`config.mk`:
```
export PLATFORM = sky130hd
export DESIGN_NAME = keypad_scanner
export DESIGN_NICKNAME = d
export VERILOG_FILES = /design/src/rtl/kp_pkg.sv /design/src/rtl/kp_debounce.sv /design/src/rtl/keypad_scanner.sv
export SDC_FILE = /design/constraint.sdc
export NUM_CORES = 1
export LEC_CHECK = 0
export ABC_AREA = 1
export ABC_CLOCK_PERIOD_IN_PS = 5400
export CORE_MARGIN = 1
export CORE_UTILIZATION = 49
export DETAILED_ROUTE_END_ITERATION = 8
export GPL_TIMING_DRIVEN = 0
export PLACE_DENSITY = 0.69
export SYNTH_ARGS = -nofsm -noshare
export SYNTH_HDL_FRONTEND = slang
export SYNTH_SLANG_ARGS = --single-unit
```
`constraint.sdc`:
```
create_clock -name clk -period 5.4 [get_ports clk]
set_clock_uncertainty 0.05 [all_clocks]
set_input_delay 1.08 -clock clk [delete_from_list [all_inputs] [get_ports clk]]
set_output_delay 1.08 -clock clk [all_outputs]
set_load 0.01 [all_outputs]
```
`src/rtl/kp_pkg.sv`:
```
// Shared types, key map and frame helpers for the 4x4 matrix keypad scanner.
package kp_pkg;

  localparam int unsigned KP_ROWS   = 4;
  localparam int unsigned KP_COLS   = 4;
  localparam int unsigned KP_KEYS   = KP_ROWS * KP_COLS;
  localparam int unsigned KP_CODE_W = 4;
  localparam int unsigned KP_POP_W  = 5;

  // One bit per key, bit index = row*4 + col, 1 = pressed.
  typedef logic [KP_KEYS-1:0] kp_frame_t;

  typedef logic [1:0] kp_state_t;
  localparam kp_state_t S_IDLE  = 2'd0;
  localparam kp_state_t S_PRESS = 2'd1;
  localparam kp_state_t S_MULTI = 2'd2;

  typedef enum logic [1:0] {
    KP_NONE = 2'd0,
    KP_ONE  = 2'd1,
    KP_MANY = 2'd2
  } kp_class_t;

  // Rows r0..r3 read "1 2 3 A / 4 5 6 B / 7 8 9 C / 0 F E D"; entry 0 is r0,c0.
  localparam logic [KP_KEYS-1:0][KP_CODE_W-1:0] KP_CODE_LUT = {
    4'hD, 4'hE, 4'hF, 4'h0,
    4'hC, 4'h9, 4'h8, 4'h7,
    4'hB, 4'h6, 4'h5, 4'h4,
    4'hA, 4'h3, 4'h2, 4'h1
  };

  function automatic logic [KP_POP_W-1:0] kp_popcount(input kp_frame_t v);
    logic [KP_POP_W-1:0] n;
    n = '0;
    for (int i = 0; i < KP_KEYS; i++) begin
      n = n + KP_POP_W'(v[i]);
    end
    return n;
  endfunction

  // Position of the lowest set bit; only meaningful for one-hot frames.
  function automatic logic [KP_CODE_W-1:0] kp_onehot_index(input kp_frame_t v);
    logic [KP_CODE_W-1:0] idx;
    idx = '0;
    for (int i = KP_KEYS - 1; i >= 0; i--) begin
      if (v[i]) begin
        idx = KP_CODE_W'(i);
      end
    end
    return idx;
  endfunction

  function automatic kp_class_t kp_classify(input kp_frame_t v);
    logic [KP_POP_W-1:0] n;
    n = kp_popcount(v);
    if (n == KP_POP_W'(0)) begin
      return KP_NONE;
    end else if (n == KP_POP_W'(1)) begin
      return KP_ONE;
    end
    return KP_MANY;
  endfunction

endpackage

```
`src/rtl/kp_debounce.sv`:
```
// Whole-frame debouncer: accepts a raw frame once it has repeated for
// DEBOUNCE_FRAMES consecutive scans, strobing deb_upd for one cycle.
module kp_debounce
  import kp_pkg::*;
#(
  parameter int unsigned DEBOUNCE_FRAMES = 4
) (
  input  logic      clk,
  input  logic      rst_n,
  input  logic      frame_done,
  input  kp_frame_t frame,
  output kp_frame_t deb,
  output logic      deb_upd
);

  localparam int unsigned CNT_W = 4;
  localparam logic [CNT_W-1:0] CNT_MAX    = '1;
  localparam logic [CNT_W-1:0] CNT_ACCEPT = CNT_W'(DEBOUNCE_FRAMES - 1);

  if (DEBOUNCE_FRAMES < 1 || DEBOUNCE_FRAMES > 15) begin : g_deb_range_chk
    $error("kp_debounce: DEBOUNCE_FRAMES must be in 1..15");
  end

  kp_frame_t        prev;
  logic [CNT_W-1:0] stable_cnt;
  logic [CNT_W-1:0] stable_nxt;
  logic             accept;

  // Saturating repeat count, and acceptance of a changed, settled frame.
  always_comb begin
    stable_nxt = '0;
    if (frame == prev) begin
      stable_nxt = (stable_cnt == CNT_MAX) ? CNT_MAX : stable_cnt + CNT_W'(1);
    end
    accept = frame_done && (stable_nxt >= CNT_ACCEPT) && (frame != deb);
  end

  always_ff @(posedge clk) begin
    if (!rst_n) begin
      prev       <= '0;
      stable_cnt <= '0;
      deb        <= '0;
      deb_upd    <= 1'b0;
    end else begin
      deb_upd <= accept;
      if (frame_done) begin
        prev       <= frame;
        stable_cnt <= stable_nxt;
      end
      if (accept) begin
        deb <= frame;
      end
    end
  end

endmodule

```
`src/rtl/keypad_scanner.sv`:
```
// 4x4 matrix keypad scanner: column strobing, row synchronisation and sampling,
// frame debouncing and one key event per clean single-key press.
module keypad_scanner
  import kp_pkg::*;
#(
  parameter int unsigned CLK_FREQ_HZ     = 100_000_000,
  parameter int unsigned SCAN_RATE_HZ    = 1000,
  parameter int unsigned DEBOUNCE_FRAMES = 4
) (
  input  logic       clk,
  input  logic       rst_n,
  input  logic [3:0] kp_row,
  output logic [3:0] kp_col,
  output logic [3:0] key_code,
  output logic       key_valid,
  output logic       key_down,
  output logic       key_multi
);

  localparam int unsigned COL_DIV = CLK_FREQ_HZ / (SCAN_RATE_HZ * KP_COLS);
  localparam int unsigned COL_MAX = COL_DIV - 1;
  localparam int unsigned TICK_W  = (COL_DIV > 4) ? $clog2(COL_DIV) : 2;

  if (COL_DIV < 4) begin : g_col_max_chk
    $error("keypad_scanner: COL_MAX must be >= 3");
  end

  logic [TICK_W-1:0] tick;
  logic [1:0]        col_cnt;
  logic              col_tick;
  logic              frame_done;
  logic [3:0]        row_meta;
  logic [3:0]        row_sync;
  logic [3:0]        row_hit;
  kp_frame_t         raw_acc;
  kp_frame_t         row_spread;
  kp_frame_t         frame;
  kp_frame_t         deb;
  logic              deb_upd;
  kp_class_t         deb_cls;

  kp_state_t         state;
  kp_state_t         state_nxt;
  logic [3:0]        code_nxt;
  logic              valid_nxt;
  logic              down_nxt;
  logic              multi_nxt;

  assign col_tick   = (tick == TICK_W'(COL_MAX));
  assign frame_done = col_tick && (col_cnt == 2'd3);

  // Column strobe timing; kp_col tracks col_cnt so exactly one column is low.
  always_ff @(posedge clk) begin
    if (!rst_n) begin
      tick    <= '0;
      col_cnt <= 2'd0;
      kp_col  <= 4'b1110;
    end else if (col_tick) begin
      tick    <= '0;
      col_cnt <= col_cnt + 2'd1;
      kp_col  <= ~(4'b0001 << (col_cnt + 2'd1));
    end else begin
      tick    <= tick + TICK_W'(1);
    end
  end

  always_ff @(posedge clk) begin
    if (!rst_n) begin
      row_meta <= 4'hF;
      row_sync <= 4'hF;
    end else begin
      row_meta <= kp_row;
      row_sync <= row_meta;
    end
  end

  // Current column's rows dropped into bits row*4+col of the frame under construction.
  assign row_hit    = ~row_sync;
  assign row_spread = {3'b000, row_hit[3], 3'b000, row_hit[2],
                       3'b000, row_hit[1], 3'b000, row_hit[0]};
  assign frame      = (raw_acc & ~(16'h1111 << col_cnt)) | (row_spread << col_cnt);

  always_ff @(posedge clk) begin
    if (!rst_n) begin
      raw_acc <= '0;
    end else if (col_tick) begin
      raw_acc <= frame;
    end
  end

  kp_debounce #(
    .DEBOUNCE_FRAMES(DEBOUNCE_FRAMES)
  ) u_debounce (
    .clk       (clk),
    .rst_n     (rst_n),
    .frame_done(frame_done),
    .frame     (frame),
    .deb       (deb),
    .deb_upd   (deb_upd)
  );

  assign deb_cls = kp_classify(deb);

  always_ff @(posedge clk) begin
    if (!rst_n) begin
      state <= S_IDLE;
    end else begin
      state <= state_nxt;
    end
  end

  // Press FSM: only a single key reached from full release produces an event.
  always_comb begin
    state_nxt = state;
    code_nxt  = key_code;
    valid_nxt = 1'b0;
    if (deb_upd) begin
      case (state)
        S_IDLE: begin
          if (deb_cls == KP_ONE) begin
            state_nxt = S_PRESS;
            code_nxt  = KP_CODE_LUT[kp_onehot_index(deb)];
            valid_nxt = 1'b1;
          end else if (deb_cls == KP_MANY) begin
            state_nxt = S_MULTI;
          end
        end
        S_PRESS: begin
          state_nxt = (deb_cls == KP_NONE) ? S_IDLE : S_MULTI;
        end
        S_MULTI: begin
          if (deb_cls == KP_NONE) begin
            state_nxt = S_IDLE;
          end
        end
        default: begin
          state_nxt = S_IDLE;
        end
      endcase
    end
    down_nxt  = (state_nxt == S_PRESS);
    multi_nxt = (state_nxt == S_MULTI);
  end

  always_ff @(posedge clk) begin
    if (!rst_n) begin
      key_code  <= 4'h0;
      key_valid <= 1'b0;
      key_down  <= 1'b0;
      key_multi <= 1'b0;
    end else begin
      key_code  <= code_nxt;
      key_valid <= valid_nxt;
      key_down  <= down_nxt;
      key_multi <= multi_nxt;
    end
  end

endmodule
```
### After elaboration in Yosys (flattened, before gate mapping)

Memory sizes are Yosys's and may differ from the RTL's. A register that Yosys moved wholly into a read port is not among the register bits.
Index checks and enable logic that the tools add are counted.

| storage, ports and cells | value |
|---|---|
| register bits after elaboration | 87 |
| memory bits (read-only) | 64 |
| input bits | 6 |
| RAM bits | 0 |
| bits in latches | 0 |
| memories kept | 1 |

| operators by class | value |
|---|---|
| reduce and logical (&&, ||, !) cells | 10 |
| equal/unequal tests | 12 |
| div/mod/pow operators | 0 |
| magnitude comparators | 1 |
| bitwise gates (word level) | 6 |
| add/sub/neg operators | 18 |
| muxes and demuxes | 33 |
| shift-type cells | 3 |
| multiply operators | 0 |

Memories:

| name | words | width | read ports | clocked after Yosys merged registers in | wr ports | line | source |
|---|---|---|---|---|---|---|---|
| (no name shown) | 16 | 4 | 1 | 1 | 0 | keypad_scanner.sv:122 | `code_nxt = KP_CODE_LUT[kp_onehot_index(deb)];` |

Operators by type and width:

| kind | count |
|---|---|
| 2-to-1 mux 4 bit | 21 |
| adder 5 x 1 -> 5 bit | 11 |
| bitwise AND 16 bit | 1 |
| == test 16 bit | 1 |
| 2-to-1 mux 2 bit | 8 |
| inequality test 16 bit | 1 |
| inverter 16 bit | 1 |
| bitwise OR 16 bit | 1 |
| left shift 13 x 2 -> 16 bit | 1 |
| left shift 13 x 2 -> 16 bit (first input constant) | 1 |
| adder 15 x 1 -> 15 bit (second input constant) | 1 |
| == test 15 bit (second input constant) | 1 |
| == test 2 bit (second input constant) | 4 |
| inverter 4 bit | 2 |
| == test 2 x 1 -> 1 bit (second input constant) | 3 |
| one-hot mux 2 bit (3 select lines) | 1 |
| AND reduction 3 bit | 2 |
| adder 4 x 1 -> 5 bit | 1 |
| == test 5 x 1 -> 1 bit (second input constant) | 1 |
| zero test 5 bit | 1 |
| adder 3 x 1 -> 4 bit | 1 |
| adder 4 x 1 -> 4 bit (second input constant) | 1 |
| == test 4 bit (second input constant) | 1 |
| greater-or-equal comparator 4 x 2 -> 1 bit (second input constant) | 1 |
| other kinds (10) | 15 |

### Depth between registers and ports, before layout

Gate-level depths: netlist of run 1.

| depth | value |
|---|---|
| depth in word-level cells | 25 |
| depth in mapped cells | 22 |
| mapped depth without buffers | 22 |

### Modules after synthesis

From an unflattened synthesis of run 1, not the netlist that was laid out.

| second synthesis, totals | value |
|---|---|
| cells, all modules | 712 |
| area, all modules | 5158.7 um^2 |

By module, submodules not included:

| module | area an instance (um^2) | cells each | instances |
|---|---|---|---|
| keypad_scanner | 3081.7 | 395 | 1 |
| kp_debounce | 2077.0 | 317 | 1 |

### Least setup slack after synthesis of run 1

No wires, ideal clock.

| path | value |
|---|---|
| path type | reg2reg |
| start | register u_debounce.deb[7] |
| end | register key_code[2] |
| slack | 1.365 ns |
| path buffers | 0 |
| setup time | 0.074 ns |
| arrival time | 3.911 ns |
| stages on the path, launching flop included | 21 |
| data required time | 5.276 ns |
| cells stage by stage | dfxtp_1 inv_1 fa_1 inv_1 fa_1 fa_1 inv_1 fa_1 inv_1 ha_1 inv_1 fa_1 nor2_1 inv_1 nand2_1 nand2_1 a21oi_1 nand3_1 inv_1 o21ai_0 a31oi_1 |

| on the way | value |
|---|---|
| longest elaborated chain between the ends | 15 |
| elaborated cells on any way between the ends | 28 |

Ends and longest elaborated chain:

| element | line | source |
|---|---|---|
| start: declaration | kp_debounce.sv:12 | `output kp_frame_t deb,` |
| start signal: assignment | kp_debounce.sv:51 | `deb <= frame;` |
| adder 5 x 1 -> 5 bit (9 in a row) | kp_pkg.sv:36 | `n = n + KP_POP_W'(v[i]);` |
| == test 5 x 1 -> 1 bit | kp_pkg.sv:58 | `end else if (n == KP_POP_W'(1)) begin` |
| 2-to-1 mux 1 bit | kp_pkg.sv:58 |  |
| 2-to-1 mux 1 bit | kp_pkg.sv:56 | `if (n == KP_POP_W'(0)) begin` |
| 2-to-1 mux 2 bit | kp_pkg.sv:61 | `return KP_MANY;` |
| == test 2 x 1 -> 1 bit | keypad_scanner.sv:120 | `if (deb_cls == KP_ONE) begin` |
| AND reduction 3 bit (no source line) | - |  |
| end: declaration | keypad_scanner.sv:14 | `output logic [3:0] key_code,` |

Parallel ways exist; a longest one is shown, timed or not. The select of a mux whose other input is x is not followed.
A chain may end at the register's enable or synchronous reset.

### Worst setup path in the final report of run 1

Same ends and word-level chain as after synthesis.

==> run_results.csv, run 1 <==
group,metric,value,unit
timing,slew_headroom,58.3,%
placed_design,dp_cells,833,
timing,setup_viol,0,
layout,final_common_cell,"inv_1",
flow_run,cap_viol_max_count,0,
detailed_routing,vias_per_cell,5.25,
timing,fin_crit,4.57,ns
floorplan,core_area,9860,um^2
yosys,yosys_warnings,0,
layout,layout.cells.non_filler,849,
clock_tree,cts_made_buffers,9,
min_path,worst_hold_path_type,"reg -> reg",
floorplan,dieHeight,104,um
setup_path,crit_path_end_kind,"flop",
setup_path,cp_cell_sequence,"inv_1 -> fa_1 -> inv_1 -> fa_1 -> fa_1 -> inv_1 -> fa_1 -> inv_1 -> ha_1 -> inv_1 -> fa_1 -> nor2_1 -> inv_1 -> nand2_1 -> nand2_1 -> a21oi_1 -> nand3_1 -> inv_1 -> o21ai_0 -> a31oi_1",
yosys,netlist-cell-type-count,42,
layout,drive_above_1_share,11.2,%
global_routing,grt-ovfl-total,0,
setup_path,critPathLaunchType,"flop",
detailed_routing,num_vias,4458,
placed_design,place_hpwl,9070,um
yosys,seq_area_frac_synth,36.0,%
yosys,syn-instance-count,685,
floorplan,pin_count,17,
placed_design,numPortBuffers,15,
detailed_routing,drc,0,
setup_path,path_buf_inv,7,
global_routing,grt_pass1_wl,20300,um
layout,insertedDiodeCount,0,
global_routing,first_global_vias,4353,
timing,setup-tns-final,0,ns
timing,slew_violations,0,
detailed_routing,detail_route.first_pass.iterations,4,
yosys,synth_nets,720,
setup_path,crit_path_max_fanout,7,
floorplan,dieArea,10700,um^2
setup_path,crit_arrival,4.82,ns
setup_path,worst-setup-path-type,"reg -> reg",
timing,worst_slew_pin_slew,0.626,ns
floorplan,row_count,36,
setup_path,path_common_cell,"inv_1",
timing,max_freq,0.219,GHz
timing,post-route-period-util,84.6,%
outcome,status,"complete, no violations",
floorplan,initial_core_util,51.2,%
clock_tree,htreeDepth,3,
placed_design,gp_congestion,0.850,
clock_tree,clk_pin_slew_worst_paths,0.10,ns
clock_tree,cts_hold_buf,0,
setup_path,crit_slowest_cell,"fa_1",
detailed_routing,wl_per_cell,14.1,um
setup_path,cpLargestDelayFamily,"adder cells",
detailed_routing,ant_nets,0,
global_routing,groute.usage.overall,23.5,%
clock_tree,cts_max_path_buffers,2,
layout,nets,746,
clock_tree,post-cts-setup-buffers,0,
layout,area_growth,10.6,%
global_routing,antenna_found_initial,0,
floorplan,die_x,104,um
setup_path,crit_required,5.66,ns
setup_path,max_stage_delay,0.51,ns
layout,final_cell_mix,"inv_1, dfxtp_1, nand2_1",
timing,hold_viol,0,
global_routing,grt_max_degree,17,
yosys,synth_area_per_cell,7.38,um^2
layout,finish.utilization,56.7,%
clock_tree,clk_latency,0.37,ns
timing,rsz0062_at_grt,"no",
detailed_routing,drtIter0Drc,322,
yosys,syn_area,5050,um^2
clock_tree,cts_tree,"done",
clock_tree,post_cts_resized,0,
power,p_per_area,223,nW/um^2
power,p_leak,2.49,nW
clock_tree,clock-root-buffer,"clkbuf_8",
yosys,ys_ff_latch,91,
detailed_routing,routed_wl,11900,um
power,vdd_ir_drop_max,137,uV
clock_tree,clock_sinks,91,
power,power,0.00125,W
## cell usage after synthesis (all sizes together)
| library cell | n | share of area [%] |
|---|---|---|
| a21o | 1 | 0.15 |
| o211ai | 2 | 0.40 |
| a21oi | 39 | 3.9 |
| nand4 | 26 | 3.3 |
| ha | 19 | 4.7 |
| xor2 | 24 | 4.2 |
| nor4 | 6 | 0.74 |
| buf | 11 | 1.4 |
| nor2 | 70 | 5.3 |
| o21ai | 56 | 5.8 |
| a31oi | 2 | 0.25 |
| nor3 | 14 | 1.4 |
| or2 | 10 | 1.2 |
| inv | 123 | 9.2 |
| a221oi | 3 | 0.52 |
| nand2 | 107 | 8.9 |
| clkbuf | 12 | 0.89 |
| nand3b | 2 | 0.37 |
| o2111ai | 1 | 0.17 |
| nor3b | 3 | 0.45 |
| nand3 | 42 | 5.1 |
| xnor2 | 2 | 0.35 |
| dfxtp | 91 | 36 |
| o22ai | 2 | 0.25 |
| o21ba | 1 | 0.20 |
| fa | 10 | 4.0 |
| a211oi | 6 | 0.89 |
## metal layers
layer  share of wire (%)  up-vias  wire (um)  track usage [%]
met5                   0        -          0                0
met4                 2.8        0        337             10.2
met3                 4.0       24        480             2.58
met2                  50      104       5930             41.5
met1                  43     2078       5190             28.9
li1                    -     2252          -                -
## logic make-up (layout without fill, tap and decap cells)
family / count (synthesis) / after routing / synth area share, %
xor+xnor: 26 / 26 / 4.51
simple gates: 280 / 280 / 26.8
flops: 91 / 91 / 36.0
buf+inv: 146 / 177 / 11.5
compound gates: 113 / 113 / 12.5
fa+ha+maj: 29 / 29 / 8.67
## per-stage QoR
stage               hold WS (ns)  worst slack (ns)  area (um^2)
floorplan                  0.343              1.36         5050
finish                     0.373             0.832         5590
global route               0.388             0.589         5590
global placement           0.344             0.977         5370
CTS                        0.373             0.823         5590
detailed placement         0.350             0.841         5370
## final cells by class
cell class                 instances  area, um^2
clock inverter                     6        93.8
inverter                         123         464
sequential                        91        1820
tap                              133         166
clock buffer                      10         128
multi-input combinational        448        2650
fill                             923        4270
buffer                            23         118
timing repair buffer              15         150
## flip-flops by register name, summed over array words and instances (netlist names)
signal and flops:
raw_acc 16, u_debounce.deb 16, u_debounce.prev 16, tick 15, key_code 4, kp_col 4
row_meta 4, row_sync 4, u_debounce.stable_cnt 4, col_cnt 2, state 2, key_down 1
key_multi 1, key_valid 1, u_debounce.deb_upd 1
## report_power, final
group | total, W | internal, W | switching [W]
Clock | 0.000524 | 0.000266 | 0.000258
Combinational | 0.0000461 | 0.0000149 | 0.0000312
Sequential | 0.000677 | 0.000675 | 0.00000186
## path summary, 6_finish.rpt
kind              slack [ns]         startpoint  depth (start not counted)           to
setup reg to reg        0.83  u_debounce.deb[7]                         20  key_code[2]
hold reg to reg         0.37        row_meta[2]                          1  row_sync[2]
hold / removal          0.37        row_meta[2]                          1  row_sync[2]
setup / recovery        0.83  u_debounce.deb[7]                         20  key_code[2]
Note: power is estimated with default switching activity, not from simulation.
==> inputs of run 2 (changes only) <==
Settings changed: ABC_CLOCK_PERIOD_IN_PS 5400 to 4100, PLACE_DENSITY 0.69 to 0.72.
Clock period 5.4 ns to 4.1 ns, I/O delays scaled along.
==> run_results.csv, run 2 (synthesized netlist as in run 1, its figures left out) <==
group,metric,value,unit
outcome,violations,"setup timing",
setup_path,max_stage_delay,0.53,ns
timing,setup_viol,6,
layout,final_cell_mix,"inv_1, nand2_1, dfxtp_1",
floorplan,die_x,104,um
timing,max_freq,0.242,GHz
layout,finish.utilization,58.2,%
layout,insertedDiodeCount,0,
clock_tree,clock_sinks,91,
detailed_routing,vias_per_cell,5.22,
detailed_routing,wl_per_cell,14.1,um
floorplan,initial_core_util,51.2,%
power,vdd_ir_drop_max,173,uV
detailed_routing,detail_route.first_pass.iterations,5,
clock_tree,clk_latency,0.38,ns
min_path,worst_hold_path_type,"reg -> reg",
global_routing,grt_max_degree,19,
setup_path,worst-setup-path-type,"reg -> reg",
layout,final_common_cell,"inv_1",
setup_path,critPathLaunchType,"flop",
placed_design,dp_cells,833,
power,p_per_area,269,nW/um^2
placed_design,place_ws,-0.488,ns
setup_path,cp.depth,20,
timing,fin_crit,4.14,ns
timing,post-route-period-util,101,%
global_routing,first_global_vias,4410,
setup_path,path_buf_inv,7,
floorplan,row_count,36,
timing,slew_headroom,55.9,%
min_path,hold_depth,1,
setup_path,crit_required,4.35,ns
setup_path,crit_arrival,4.39,ns
clock_tree,cts_made_buffers,9,
global_routing,grt_pass1_wl,20200,um
clock_tree,clock-root-buffer,"clkbuf_8",
timing,hold_viol,0,
detailed_routing,num_vias,4472,
floorplan,core_area,9860,um^2
timing,setup_slack,-0.0407,ns
placed_design,place_hpwl,9060,um
layout,largestRegisters,"raw_acc: 16 flops, u_debounce.deb: 16 flops, u_debounce.prev: 16 flops",
setup_path,cpLargestDelayFamily,"adder cells",
detailed_routing,ant_nets,0,
layout,area_growth,13.6,%
timing,rsz0062_at_grt,"yes",
clock_tree,cts_tree,"done",
power,p_leak,2.53,nW
global_routing,antenna_found_initial,0,
detailed_routing,routed_wl,12100,um
floorplan,dieHeight,104,um
layout,fin_area,5740,um^2
setup_path,crit_slowest_cell,"fa_1",
clock_tree,clk_pin_slew_worst_paths,0.10,ns
global_routing,grt-ovfl-total,0,
global_routing,groute.usage.overall,23.5,%
layout,drive_above_1_share,16.7,%
setup_path,crit_path_max_fanout,7,
setup_path,crit_path_end_kind,"flop",
clock_tree,htreeDepth,3,
layout,nFillCells,870,
floorplan,dieArea,10700,um^2
timing,slew_violations,0,
placed_design,numPortBuffers,15,
layout,nets,753,
clock_tree,cts_hold_buf,0,
timing,holdWs,0.368,ns
flow_run,cap_viol_max_count,0,
detailed_routing,drc,0,
detailed_routing,drtIter0Drc,260,
layout,layout.cells.non_filler,856,
outcome,status,"finished, violations left",
floorplan,pin_count,17,
clock_tree,cts_max_path_buffers,2,
timing,worst_slew_pin_slew,0.656,ns
placed_design,gp_congestion,0.899,
placed_design,place_area,5370,um^2
setup_path,reg2regPathDepth,20,
setup_path,cp_cell_sequence,"fa_1 -> inv_1 -> fa_1 -> inv_2 -> fa_1 -> inv_1 -> fa_1 -> inv_2 -> ha_4 -> inv_2 -> fa_2 -> nor2_2 -> inv_2 -> nand2_2 -> nand2_2 -> a21oi_4 -> nand3_4 -> inv_6 -> o21ai_2 -> a31oi_1",
-- run 2: cell types whose count changed in the layout (fill, tap and decap cells not counted), moves of 5 or more --
cell	before	now
inv_2	12	18
buf_4	1	7
inv_1	110	102
dfxtp_1	91	86
o21ai_0	47	40
-- run 2: what timing repair did --
| action | in CTS | in global routing |
|---|---|---|
| setup endpoints to repair | 9 | 9 |
| pin swaps | 12 | 8 |
| cloned | 0 | 0 |
| resized for setup | 25 | 24 |
| setup buffers | 5 | 2 |
-- run 2: area by class of cell --
class	instances	area, um^2	area share [%]
Timing Repair Buffer	22	206	3.60
Clock buffer	9	124	2.16
Inverter	123	472	8.22
Sequential cell	91	1830	31.9
Multi-Input combinational cell	448	2750	48.0
Tap cell	133	166	2.90
Clock inverter	7	70.1	1.22
Buffer	23	118	2.05
-- run 2: per-layer routing --
layer | vias to the layer above | part of all wire, % | track usage [%]
met4 | 0 | 2.2 | 10.7
met3 | 22 | 4.3 | 2.83
met1 | 2075 | 44 | 29.1
li1 | 2273 | - | -
met5 | - | 0 | 0
met2 | 102 | 49 | 40.7
-- run 2: where the power goes --
group / leakage (nW) / internal (W) / switching [W]
registers: 0.738 / 0.000889 / 0.00000245
clock network: 0.100 / 0.000237 / 0.000356
logic: 1.69 / 0.0000198 / 0.0000419
-- run 2: worst paths after layout --
check	from	endpoint	slack (ns)
max	u_debounce.deb[15]	key_code[3]	-0.04
min	row_meta[2]	row_sync[2]	0.37
min reg2reg	row_meta[2]	row_sync[2]	0.37
max reg2reg	u_debounce.deb[15]	key_code[3]	-0.04
-- run 2: stage by stage --
stage	total power (W)	TNS, ns
4_1_cts	0.00156	-0.445
2_1_floorplan	0.000953	0
3_5_place_dp	0.000972	-3.22
6_report	0.00155	-0.124
3_3_place_gp	0.000971	-2.25
5_1_grt	0.00161	-1.37
==> inputs of run 3 (changes only) <==
Settings changed: SYNTH_HIERARCHICAL set to 1.
==> run_results.csv, run 3 <==
group,metric,value,unit
power,p_sw,0.000357,W
layout,nets,789,
setup_path,reg2regPathDepth,20,
yosys,yosys_warnings,6,
setup_path,r2r_end,"key_code[2]",
timing,post-route-period-util,105,%
timing,fin_crit,4.30,ns
placed_design,place_hpwl,8750,um
floorplan,core_area,10300,um^2
layout,area_growth,13.0,%
clock_tree,clock-root-buffer,"clkbuf_8",
yosys,ys_top_cells_by_count,"nand2_1, inv_1, dfxtp_1",
clock_tree,clk_latency,0.36,ns
yosys,synthTopCellsByArea,"dfxtp_1, nand2_1, inv_1",
timing,rsz0062_at_grt,"yes",
power,p_per_area,256,nW/um^2
layout,final_common_cell,"nand2_1",
layout,fin_area,5830,um^2
floorplan,dieArea,10900,um^2
yosys,synth_area_per_cell,7.25,um^2
floorplan,die_x,105,um
setup_path,r2r_start,"u_debounce/deb[5]",
floorplan,dieHeight,105,um
timing,slew_headroom,62.2,%
power,p_leak,2.52,nW
yosys,yosysMostFrequentCell,"nand2_1",
power,power_frac_clock,36.3,%
yosys,seq_area_frac_synth,35.3,%
yosys,synth_top_area_share,35.3,%
placed_design,numPortBuffers,16,
global_routing,grt_max_degree,16,
setup_path,setup.worst_path.start,"u_debounce/deb[5]",
setup_path,cp-endpoint,"key_code[2]",
clock_tree,cts_max_path_buffers,2,
clock_tree,cts_tree,"done",
floorplan,pin_count,17,
floorplan,initial_core_util,50.2,%
global_routing,grt_pass1_wl,19100,um
detailed_routing,detail_route.first_pass.iterations,5,
yosys,synth_area_leader_cell,"dfxtp_1",
global_routing,first_global_vias,4233,
power,pwr-share-seq,59.6,%
detailed_routing,drc,0,
layout,final_cell_mix,"nand2_1, inv_1, dfxtp_1",
yosys,syn-instance-count,712,
layout,finish.utilization,56.7,%
setup_path,critPathLaunchType,"flop",
floorplan,row_count,37,
timing,slew_violations,0,
timing,worst_slew_pin_slew,0.567,ns
detailed_routing,ant_nets,0,
timing,setup_slack,-0.198,ns
detailed_routing,num_vias,4631,
detailed_routing,vias_per_cell,5.17,
global_routing,grt-ovfl-total,0,
detailed_routing,routed_wl,11700,um
power,power,0.00149,W
layout,drive_above_1_share,16.6,%
min_path,holdCritStartpoint,"row_meta[2]",
layout,largestRegisters,"raw_acc: 16 flops, u_debounce/deb: 16 flops, u_debounce/prev: 16 flops",
outcome,status,"finished, violations left",
global_routing,antenna_found_initial,0,
timing,holdWs,0.371,ns
setup_path,crit_path_max_fanout,4,
setup_path,crit_path_end_kind,"flop",
placed_design,place_ws,-0.361,ns
power,vdd_ir_drop_max,145,uV
outcome,violations,"setup timing",
yosys,postSynth.asyncResetShare,0,%
global_routing,groute.usage.overall,21.6,%
yosys,synth_ff_type,"dfxtp_1",
detailed_routing,wl_per_cell,13.1,um
placed_design,place_area,5490,um^2
yosys,netlist-cell-type-count,47,
detailed_routing,drtIter0Drc,270,
setup_path,crit_required,4.36,ns
yosys,synth-edff-count,0,
power,swShare,23.9,%
placed_design,gp_congestion,0.866,
layout,insertedDiodeCount,0,
setup_path,worst-setup-path-type,"reg -> reg",
clock_tree,clk_pin_slew_worst_paths,0.10,ns
min_path,worst_hold_path_type,"reg -> reg",
yosys,syn_area,5160,um^2
clock_tree,htreeDepth,3,
flow_run,cap_viol_max_count,0,
timing,max_freq,0.233,GHz
timing,hold_viol,0,
yosys,ys_ff_latch,91,
clock_tree,cts_made_buffers,9,
timing,setup_viol,9,
clock_tree,clock_sinks,91,
power,internal_power,0.00113,W
setup_path,crit_arrival,4.56,ns
yosys,synth_nets,747,
setup_path,rrSetupSlack,-0.20,ns
power,p_comb_share,4.1,%
## run 3: changes by cell type in the layout (fill, tap and decap cells not counted), sizes merged, moves of 10 or more
cell   delta
nand2    +42
a21oi    +24
xor2     -20
nand4    -16
o21ai    -14
nand3    -11
o21a     +10
## run 3: cell families (layout without fill, tap and decap cells)
kind of cell	Yosys count	in the layout	share of synthesized area (%)
AO/OA/AOI/OAI	144	144	16.1
XOR/XNOR	12	12	2.04
adder cells (fa/ha/maj)	29	29	8.49
buffers and inverters	153	200	12.2
flip-flops	91	91	35.3
AND/OR/NAND/NOR	283	283	25.8
## run 3: final cells by class
class | count | area (um^2)
fill | 961 | 4450
multi-input combinational | 468 | 2740
sequential | 91 | 1840
inverter | 131 | 499
timing repair buffer | 31 | 280
tap | 136 | 170
buffer | 22 | 135
clock buffer | 11 | 131
clock inverter | 5 | 36.3
## run 3: worst max-delay path, cell delays in order (launching register included)
cell and delay, ns:
dfxtp_4 0.36, inv_4 0.04, fa_1 0.54, inv_2 0.04, fa_1 0.45, fa_1 0.51, inv_1 0.05, fa_1 0.44
inv_1 0.07, ha_2 0.17, inv_2 0.04, fa_2 0.35, xor2_1 0.18, nand2_1 0.09, nor2_2 0.16, inv_2 0.08
nor3_4 0.21, buf_6 0.15, buf_4 0.11, o21ai_2 0.05, a21oi_2 0.11
## run 3: repair_timing
item / 4_1_cts / 5_1_grt
endpoints found under the setup margin: 9 / 9
gates resized for setup: 14 / 15
pin swaps: 6 / 7
buffers inserted: 8 / 7
hold buffers: 0 / 0
## run 3: stage by stage
stage          cells  setup TNS (ns)
6_report         895           -1.20
3_3_place_gp     864           -1.63
2_1_floorplan    712               0
3_5_place_dp     864           -2.43
5_1_grt          895           -2.48
4_1_cts          888           -1.27
## run 3: how the worst min path moves through the flow
| stage | to | slack (ns) | cells past startpoint |
|---|---|---|---|
| final | row_sync[2] | 0.37 | 1 |
| after global routing | row_sync[1] | 0.39 | 1 |
| after CTS | row_sync[0] | 0.38 | 1 |
| after detailed placement | row_sync[0] | 0.35 | 1 |
| after global placement | row_sync[2] | 0.35 | 1 |
| after floorplan | row_sync[0] | 0.34 | 1 |
## run 3: routing by layer
layer,share of wire (%),GRT usage [%],up-vias
met1,44,25.6,2154
met4,2.7,9.96,0
met2,50,38.5,100
met5,0,0,-
li1,-,-,2357
met3,3.1,3.31,20
## run 3: power by group through the flow
| stage | logic [W] | registers [W] | clock network [W] |
|---|---|---|---|
| final | 0.0000612 | 0.000890 | 0.000541 |
| after global routing | 0.0000687 | 0.000891 | 0.000594 |
| after CTS | 0.0000609 | 0.000890 | 0.000561 |
| after detailed placement | 0.0000605 | 0.000912 | 0 |
| after global placement | 0.0000595 | 0.000912 | 0 |
| after floorplan | 0.0000432 | 0.000912 | 0 |
